$ cat src/rtl/opcode_fetch_unit_pkg.sv
// ---------------------------------------------------------------------------
// opcode_fetch_unit_pkg: fetch-state encoding and opcode constants. Rev 1.0
// ---------------------------------------------------------------------------
`default_nettype none

package opcode_fetch_unit_pkg;

  typedef enum logic [2:0] {
    ST_IDLE         = 3'd0,
    ST_FETCH_OP     = 3'd1,
    ST_FETCH_CB     = 3'd2,
    ST_FETCH_IMM_LO = 3'd3,
    ST_FETCH_IMM_HI = 3'd4,
    ST_DONE         = 3'd5
  } fetch_state_e;

  localparam logic [7:0] CB_PREFIX   = 8'hCB;
  localparam logic [1:0] IMM_LEN_MAX = 2'd2;

  // The decoder may report 3 immediate bytes; the core never fetches more than 2.
  function automatic logic [1:0] clamp_imm_len(input logic [1:0] len);
    return (len > IMM_LEN_MAX) ? IMM_LEN_MAX : len;
  endfunction

endpackage

`default_nettype wire

$ cat src/rtl/opcode_fetch_unit_register.sv
// ---------------------------------------------------------------------------
// opcode_fetch_unit_register: loadable register, sync active-low reset. Rev 1.0
// ---------------------------------------------------------------------------
`default_nettype none

module opcode_fetch_unit_register #(
  parameter int              SIZE    = 16,
  parameter logic [SIZE-1:0] INITIAL = '0
) (
  input  logic            clk_i,
  input  logic            rst_ni,
  input  logic            we_i,
  input  logic [SIZE-1:0] d_i,
  output logic [SIZE-1:0] q_o
);

  logic [SIZE-1:0] data_q;

  always_ff @(posedge clk_i) begin
    if (!rst_ni) begin
      data_q <= INITIAL;
    end else if (we_i) begin
      data_q <= d_i;
    end
  end

  assign q_o = data_q;

endmodule

`default_nettype wire

$ cat src/rtl/opcode_fetch_unit.sv
// ---------------------------------------------------------------------------
// opcode_fetch_unit: SM83 opcode / CB / immediate fetch sequencer. Rev 1.0
// ---------------------------------------------------------------------------
`default_nettype none

module opcode_fetch_unit
  import opcode_fetch_unit_pkg::*;
#(
  parameter int                ADDR_W  = 16,
  parameter int                DATA_W  = 8,
  parameter logic [ADDR_W-1:0] PC_INIT = '0
) (
  input  logic              i_Clk,
  input  logic              i_nRst,
  input  logic              i_Enable,
  input  logic              i_Fetch_Start,
  input  logic [DATA_W-1:0] i_Mem_Data,
  input  logic              i_Mem_Ready,
  input  logic [1:0]        i_Imm_Len,
  input  logic              i_Jump,
  input  logic [ADDR_W-1:0] i_Jump_Addr,
  output logic [ADDR_W-1:0] o_Addr,
  output logic              o_Mem_Read,
  output logic              o_IR_Write,
  output logic [DATA_W-1:0] o_IR_Data,
  output logic              o_CB_Prefix,
  output logic [15:0]       o_Imm,
  output logic              o_Done
);

  fetch_state_e      state_q;
  logic [1:0]        len_q;
  logic              cb_q;
  logic [15:0]       imm_q;
  logic              done_q;

  logic [ADDR_W-1:0] pc_q;
  logic [ADDR_W-1:0] pc_d;
  logic              pc_we;

  logic              active;
  logic              in_fetch;
  logic              accept;
  logic              is_cb;
  logic [1:0]        imm_len_clamped;

  assign active          = i_Enable & i_nRst;
  assign in_fetch        = (state_q == ST_FETCH_OP)     || (state_q == ST_FETCH_CB) ||
                           (state_q == ST_FETCH_IMM_LO) || (state_q == ST_FETCH_IMM_HI);
  // A jump in the same cycle as a returning byte discards that byte.
  assign accept          = active & ~i_Jump & i_Mem_Ready & in_fetch;
  assign is_cb           = (i_Mem_Data == DATA_W'(CB_PREFIX));
  assign imm_len_clamped = clamp_imm_len(i_Imm_Len);

  assign o_Mem_Read = i_Enable & in_fetch;
  assign o_IR_Write = accept & (((state_q == ST_FETCH_OP) & ~is_cb) | (state_q == ST_FETCH_CB));
  assign o_IR_Data  = i_Mem_Data;

  assign pc_we = active & (i_Jump | accept);
  assign pc_d  = i_Jump ? i_Jump_Addr : pc_q + ADDR_W'(1);

  opcode_fetch_unit_register #(
    .SIZE    (ADDR_W),
    .INITIAL (PC_INIT)
  ) u_pc (
    .clk_i  (i_Clk),
    .rst_ni (i_nRst),
    .we_i   (pc_we),
    .d_i    (pc_d),
    .q_o    (pc_q)
  );

  always_ff @(posedge i_Clk) begin
    if (!i_nRst) begin
      state_q <= ST_IDLE;
      len_q   <= 2'd0;
      cb_q    <= 1'b0;
      imm_q   <= 16'h0000;
      done_q  <= 1'b0;
    end else if (i_Enable) begin
      done_q <= 1'b0;
      if (i_Jump) begin
        state_q <= ST_IDLE;
        cb_q    <= 1'b0;
      end else begin
        case (state_q)
          ST_IDLE: begin
            if (i_Fetch_Start) begin
              state_q <= ST_FETCH_OP;
              cb_q    <= 1'b0;
              imm_q   <= 16'h0000;
            end
          end
          ST_FETCH_OP: begin
            if (i_Mem_Ready) begin
              if (is_cb) begin
                cb_q    <= 1'b1;
                state_q <= ST_FETCH_CB;
              end else begin
                len_q <= imm_len_clamped;
                if (imm_len_clamped == 2'd0) begin
                  state_q <= ST_DONE;
                  done_q  <= 1'b1;
                end else begin
                  state_q <= ST_FETCH_IMM_LO;
                end
              end
            end
          end
          ST_FETCH_CB: begin
            if (i_Mem_Ready) begin
              state_q <= ST_DONE;
              done_q  <= 1'b1;
            end
          end
          ST_FETCH_IMM_LO: begin
            if (i_Mem_Ready) begin
              imm_q <= {8'h00, i_Mem_Data[7:0]};
              if (len_q == IMM_LEN_MAX) begin
                state_q <= ST_FETCH_IMM_HI;
              end else begin
                state_q <= ST_DONE;
                done_q  <= 1'b1;
              end
            end
          end
          ST_FETCH_IMM_HI: begin
            if (i_Mem_Ready) begin
              imm_q[15:8] <= i_Mem_Data[7:0];
              state_q     <= ST_DONE;
              done_q      <= 1'b1;
            end
          end
          ST_DONE: begin
            state_q <= ST_IDLE;
          end
          default: begin
            state_q <= ST_IDLE;
          end
        endcase
      end
    end
  end

  assign o_Addr      = pc_q;
  assign o_CB_Prefix = cb_q;
  assign o_Imm       = imm_q;
  assign o_Done      = done_q;

endmodule

`default_nettype wire

$ cat config.mk
export PLATFORM = sky130hd
export DESIGN_NAME = opcode_fetch_unit
export DESIGN_NICKNAME = d
export VERILOG_FILES = /design/src/rtl/opcode_fetch_unit_pkg.sv /design/src/rtl/opcode_fetch_unit_register.sv /design/src/rtl/opcode_fetch_unit.sv
export SDC_FILE = /design/constraint.sdc
export NUM_CORES = 1
export LEC_CHECK = 0
export ABC_CLOCK_PERIOD_IN_PS = 1650
export CAP_MARGIN = 20
export CELL_PAD_IN_SITES_DETAIL_PLACEMENT = 1
export CELL_PAD_IN_SITES_GLOBAL_PLACEMENT = 1
export CORE_MARGIN = 4
export CORE_UTILIZATION = 30
export CTS_CLUSTER_DIAMETER = 60
export CTS_CLUSTER_SIZE = 10
export DETAILED_ROUTE_END_ITERATION = 8
export MAX_ROUTING_LAYER = met4
export PLACE_DENSITY_LB_ADDON = 0.1
export SLEW_MARGIN = 0
export SYNTH_ARGS = -nofsm -noshare
export SYNTH_HDL_FRONTEND = slang
export SYNTH_HIERARCHICAL = 1
export SYNTH_SLANG_ARGS = --single-unit
$ cat constraint.sdc
create_clock -name i_Clk -period 1.65 [get_ports i_Clk]
set_input_delay 0.33 -clock i_Clk [delete_from_list [all_inputs] [get_ports i_Clk]]
set_output_delay 0.33 -clock i_Clk [all_outputs]
set_load 0.01 [all_outputs]
==> Yosys cells after proc, flatten, opt, wreduce, memory -nomap -nowiden <==
Index checks and enable logic that the tools add are counted.
{ "word_totals": {"ff_bits": 39, "latch_bits": 0, "ram_bits": 0, "rom_bits": 0, "in_bits": 32, "out_inout_bits": 44, "word_cells": 78, "memories": 0} }
{ "op_classes": {"add_sub_neg": 1, "multipliers": 0, "div_mod_pow": 0, "order_cmp": 1, "eq_ne": 14, "shifts": 0, "muxes": 29, "bitwise_logic": 12, "n_reduce_logical": 14} }
{ "op_table": {"columns": ["op", "n"], "rows": [
  ["two-way mux 16 bit", 3],
  ["one-hot mux 8 bit (3 select lines)", 1],
  ["two-way mux 3 bit", 7],
  ["AND reduction 5 bit", 4],
  ["adder 16 x 1 -> 16 bit, second input constant", 1],
  ["one-hot mux 8 bit (2 select lines)", 1],
  ["two-way mux 1 bit", 12],
  ["!= test 3 bit, second input constant", 4],
  ["one-hot mux 3 bit (4 select lines)", 1],
  ["AND 1 bit", 8],
  ["== test 8 bit, second input constant", 1],
  ["two-way mux 8 bit", 1],
  ["== test 3 x 2 -> 1 bit, second input constant", 2],
  ["!= test 2 bit, second input constant", 3],
  ["AND reduction 6 bit", 1],
  ["nonzero test 3 bit", 2],
  ["== test 3 x 1 -> 1 bit, second input constant", 1],
  ["== test 3 bit, second input constant", 1],
  ["logical NOT 3 bit", 1],
  ["logical OR 1 bit", 3],
  ["!= test 3 x 1 -> 1 bit, second input constant", 1],
  ["one-hot mux 1 bit (3 select lines)", 1],
  ["== test 2 bit, second input constant", 1],
  ["greater-than comparator 2 bit, second input constant", 1],
  ["other kinds (7)", 9]
]} }

==> Depth between registers and ports, before layout <==
Gate-level depths: netlist of the first run.
{ "depth": {"depth_word": 8, "mapped_depth": 8, "mapped_depth_nobuf": 7} }

==> Hierarchy <==
The synthesis of the first run kept the hierarchy.
{ "modules_own_cells": {"columns": ["mod", "instances", "cells_each", "area_per_inst_um2", "seq_area_each_um2"], "rows": [
  ["opcode_fetch_unit", 1, 220, 1714.1, 460.4],
  ["opcode_fetch_unit_register", 1, 51, 615.6, 320.3]
]} }

==> Least setup slack after synthesis of the first run <==
No wires, ideal clock.
{ "synth_path": {"path_kind": "reg-to-reg", "start": "reg u_pc.data_q[0] (netlist: u_pc/q_o[0])", "end": "reg u_pc.data_q[14] (netlist: u_pc/q_o[14])", "setup_time_ns": 0.116, "t_arrival_ns": 1.663, "t_required_ns": 1.534, "setup_slack_ns": -0.129, "path_stages_with_launch": 8, "path_buffers": 0, "synth_period_minus_slack_ns": 1.779, "cell_sequence": "dfxtp_1 > ha_1 > nand3_1 > nor4_1 > xor2_1 > mux2_2 > mux2i_1 > nor2b_1"} }
{ "synth_between": {"elab_chain_len": 2} }
{ "synth_rtl": {"columns": ["element", "line", "source"], "rows": [
  ["from (decl)", "opcode_fetch_unit_register.sv:17", "logic [SIZE-1:0] data_q;"],
  ["from (signal assigned)", "opcode_fetch_unit_register.sv:23", "data_q <= d_i;"],
  ["adder 16 x 1 -> 16 bit", "opcode_fetch_unit.sv:60", "assign pc_d = i_Jump ? i_Jump_Addr : pc_q + ADDR_W'(1);"],
  ["two-way mux 16 bit", "opcode_fetch_unit.sv:60", null],
  ["via pc_d[14]", "opcode_fetch_unit.sv:38", "logic [ADDR_W-1:0] pc_d;"]
]} }
The timed path passes the listed nets, and every way through them passes these cells.
A chain may end at the register's enable or synchronous reset.

==> Worst setup path in the final report of the first run <==
{ "layout_path": {"start": "in i_Mem_Data[5]", "end": "out o_IR_Write"} }
{ "layout_between": {"elab_chain_len": 5} }
{ "layout_rtl": {"columns": ["element", "line", "source"], "rows": [
  ["from (decl)", "opcode_fetch_unit.sv:17", "input logic [DATA_W-1:0] i_Mem_Data,"],
  ["== test 8 bit", "opcode_fetch_unit.sv:52", "assign is_cb = (i_Mem_Data == DATA_W'(CB_PREFIX));"],
  ["NOT 1 bit (no line)", null, null],
  ["AND 1 bit", "opcode_fetch_unit.sv:56", "assign o_IR_Write = accept & (((state_q == ST_FETCH_OP) & ~is_cb) | (state_q == ST_FETCH_CB));"],
  ["OR 1 bit", "opcode_fetch_unit.sv:56", null],
  ["AND 1 bit", "opcode_fetch_unit.sv:56", null],
  ["to (decl)", "opcode_fetch_unit.sv:24", "output logic o_IR_Write,"]
]} }
Every way passes these cells.

==> results.txt, run 1 <==
Slew at the pin with the worst max-slew slack: 0.415 ns
Pin count of the biggest net entering global routing: 39
Post-Syn Area per Cell: 8.60 um^2
Synth area leader: dfxtp_1
RSZ-0062 raised after global routing: true
Cell count after placement: 468
Critical path launch point type: input port
Layout Nets: 418
Std-Cell Rows: 31
# diodes: 0
Final setup viols: 1
Status: finished with violations
Slew margin rel.: 0.723
Static Leak: 1.64 nW
Final Hold Fails: 0
Register area share after synthesis: 0.335
Hpwl dp: 5310 um
Starting density of the core: 0.314
Cells after synthesis: 271
Syn. warnings: 6
Most frequent cells in the layout: buf_4, clkdlybuf4s50_1, nand2_1
Most common cell after layout, fill and taps aside: buf_4
Max FO, Critical Path: 2
Worst-path clk slew: 0.09 ns
Area contributors post-synth: dfxtp_1, mux2i_1, nor2b_1, nand2_1, xnor2_1
First-iteration detailed-routing DRC count: 28
Top FF cell, synth: dfxtp_1
Number of global-route vias before repair: 2,373
Die ar.: 9240 um^2
Core footprint: 7410 um^2
First-pass GRT wire length: 11,600 um
Synth Register Bits: 39
Share of cells above drive strength 1: 0.275
Final Max Slew Viols: 0
CTS tree: built
CP endpoint: o_IR_Write
Clock sinks: 39
Post-synthesis cell area: 2330 um^2
CTS max path bufs: 2
Internal reg-to-reg setup slack: 0.08 ns
Worst Setup SP: i_Mem_Data[5]
IO Pins: 76
DR vias: 2,345
Overflow after GRT: 0
# DRC: 0
DRT Pass-1 Iters: 4
Root Driver: clkbuf_8
Die width: 96.1 um
Routed Antenna Nets: 0
Clock latency on the worst-skew pair: 0.29 ns
Critical path class: input port to output pin
Final setup skew: 0.0142 ns
FF-to-FF path depth: 6
GPL Wtd Cong: 0.830
Area share of the largest cell type after synthesis: 0.335
Sequential Area: 805 um^2
Hold/Removal Path Class: input port to flop
Die height: 96.1 um
Initial antenna violation count: 0
Yosys cell types: 41
Port bufs: 75
Failing checks: negative setup slack
Gr usage total: 0.163
Synthesis-to-finish area growth: 61.4%
Max_cap viols: 0
Pwr Density: 575 nW/um^2
Post-synth ARST share: 0
Tmin final: 1.87 ns
Final worst slack: -0.215 ns
Total Wirelength: 7340 um
Post-synth EDFFs: 0
Multi-input gate area: 1470 um^2
Filler cells: 860
Tot Pwr: 2.16 mW
RR Startpoint: state_q[0]
WL/cell: 15.1 um
Arr. time, crit path: 1.54 ns
H-tree levels: 2
Vias per cell: 4.84
Worst Path Required: 1.32 ns
Crit Reg-Reg Endpoint: o_Imm[15]
Syn Nets: 304
Worst Setup End Kind: output pin
CTS Buf Count: 5
F_max: 0.536 GHz
VDD IR max: 0.273 mV
Final period utilization: 1.13
Non-Filler Instances: 485
synth_stat cells, types with 4 or more instances:
library cell,n
inv_1,5
nor2b_1,29
clkbuf_1,8
nand2_1,36
a22oi_1,9
dfxtp_1,39
xnor2_1,10
o21ai_0,15
nor2_1,9
xor2_1,5
mux2i_1,30
nor3_1,6
nand4_1,6
mux2_2,4
buf_4,9
nand3_1,11
buf_6,5
stage by stage:
stage	hold slack [ns]	area [um^2]	setup TNS [ns]	utilization	setup WS, ns
6_report	0.408	3760	-0.215	0.508	-0.215
5_1_grt	0.404	3760	-0.381	0.508	-0.256
2_1_floorplan	0.458	2340	0	-	0.0000164
3_3_place_gp	0.446	3430	-16.04	0.463	-0.894
3_5_place_dp	0.453	3430	-17.29	0.463	-0.935
4_1_cts	0.407	3580	-0.260	0.484	-0.258
state kept, by name, summed over array words and instances (netlist names):
| register | flops |
|---|---|
| u_pc/q_o | 16 |
| o_CB_Prefix | 1 |
| o_Imm | 16 |
| o_Done | 1 |
| state_q | 3 |
| len_q | 2 |
worst min path at each step:
stage | endpoint | slack (ns) | from | cells after the start
finish | o_Imm[12] | 0.41 | i_Mem_Data[4] | 4
global route | o_Imm[12] | 0.40 | i_Mem_Data[4] | 4
global placement | o_Imm[12] | 0.45 | o_Imm[12] | 2
CTS | o_Imm[12] | 0.41 | i_Mem_Data[4] | 4
floorplan | u_pc/q_o[0] | 0.46 | i_nRst | 1
detailed placement | o_Imm[14] | 0.45 | o_Imm[14] | 2
critical path, cell delays in order:
cell	delay, ns
buf_6	0.09
or4b_4	0.54
o21ai_2	0.15
mux2i_1	0.08
and4_1	0.19
buf_2	0.14
per-layer routing:
metal	vias to the layer above	part of all wire	GRT usage
li1	1162	-	-
met1	1112	0.46	0.207
met2	65	0.49	0.271
met3	6	0.045	0.0305
met4	0	0.0070	0.0344
met5	-	0	-
kinds of logic (layout without fill, tap and decap cells):
family | count (synthesis) | after routing | synth area share
mux | 34 | 34 | 0.148
xor+xnor | 15 | 15 | 0.0564
fa+ha+maj | 1 | 1 | 0.00537
flops | 39 | 39 | 0.335
compound gates | 38 | 38 | 0.109
simple gates | 116 | 116 | 0.263
buf+inv | 28 | 143 | 0.0827
repair_timing:
item                       in CTS  in global routing
setup buffers                   2                  7
pin swaps                       4                 10
hold buffers                    0                  0
gates resized for setup        49                 39
setup endpoints to repair      46                 30
layout make-up:
class | count | area share
clock buffers | 5 | 0.0183
clock inverters | 3 | 0.0116
inverters | 5 | 0.00499
multi-input cells | 204 | 0.391
flip-flops and latches | 39 | 0.214
well taps | 99 | 0.0329
repair buffers | 130 | 0.327
report_power, final:
| part | leakage (nW) | internal, mW | switching (mW) |
|---|---|---|---|
| Sequential | 0.321 | 0.949 | 0.0130 |
| Clock | 0.0581 | 0.451 | 0.363 |
| Combinational | 1.26 | 0.221 | 0.163 |
Note: power is estimated with default switching activity, not from simulation.
==> inputs of run 2 (changes only) <==
- ABC_CLOCK_PERIOD_IN_PS: 1650 -> unset
==> results of run 2 <==
Same layout as run 1: the final DEF is identical, and so are final timing and power.
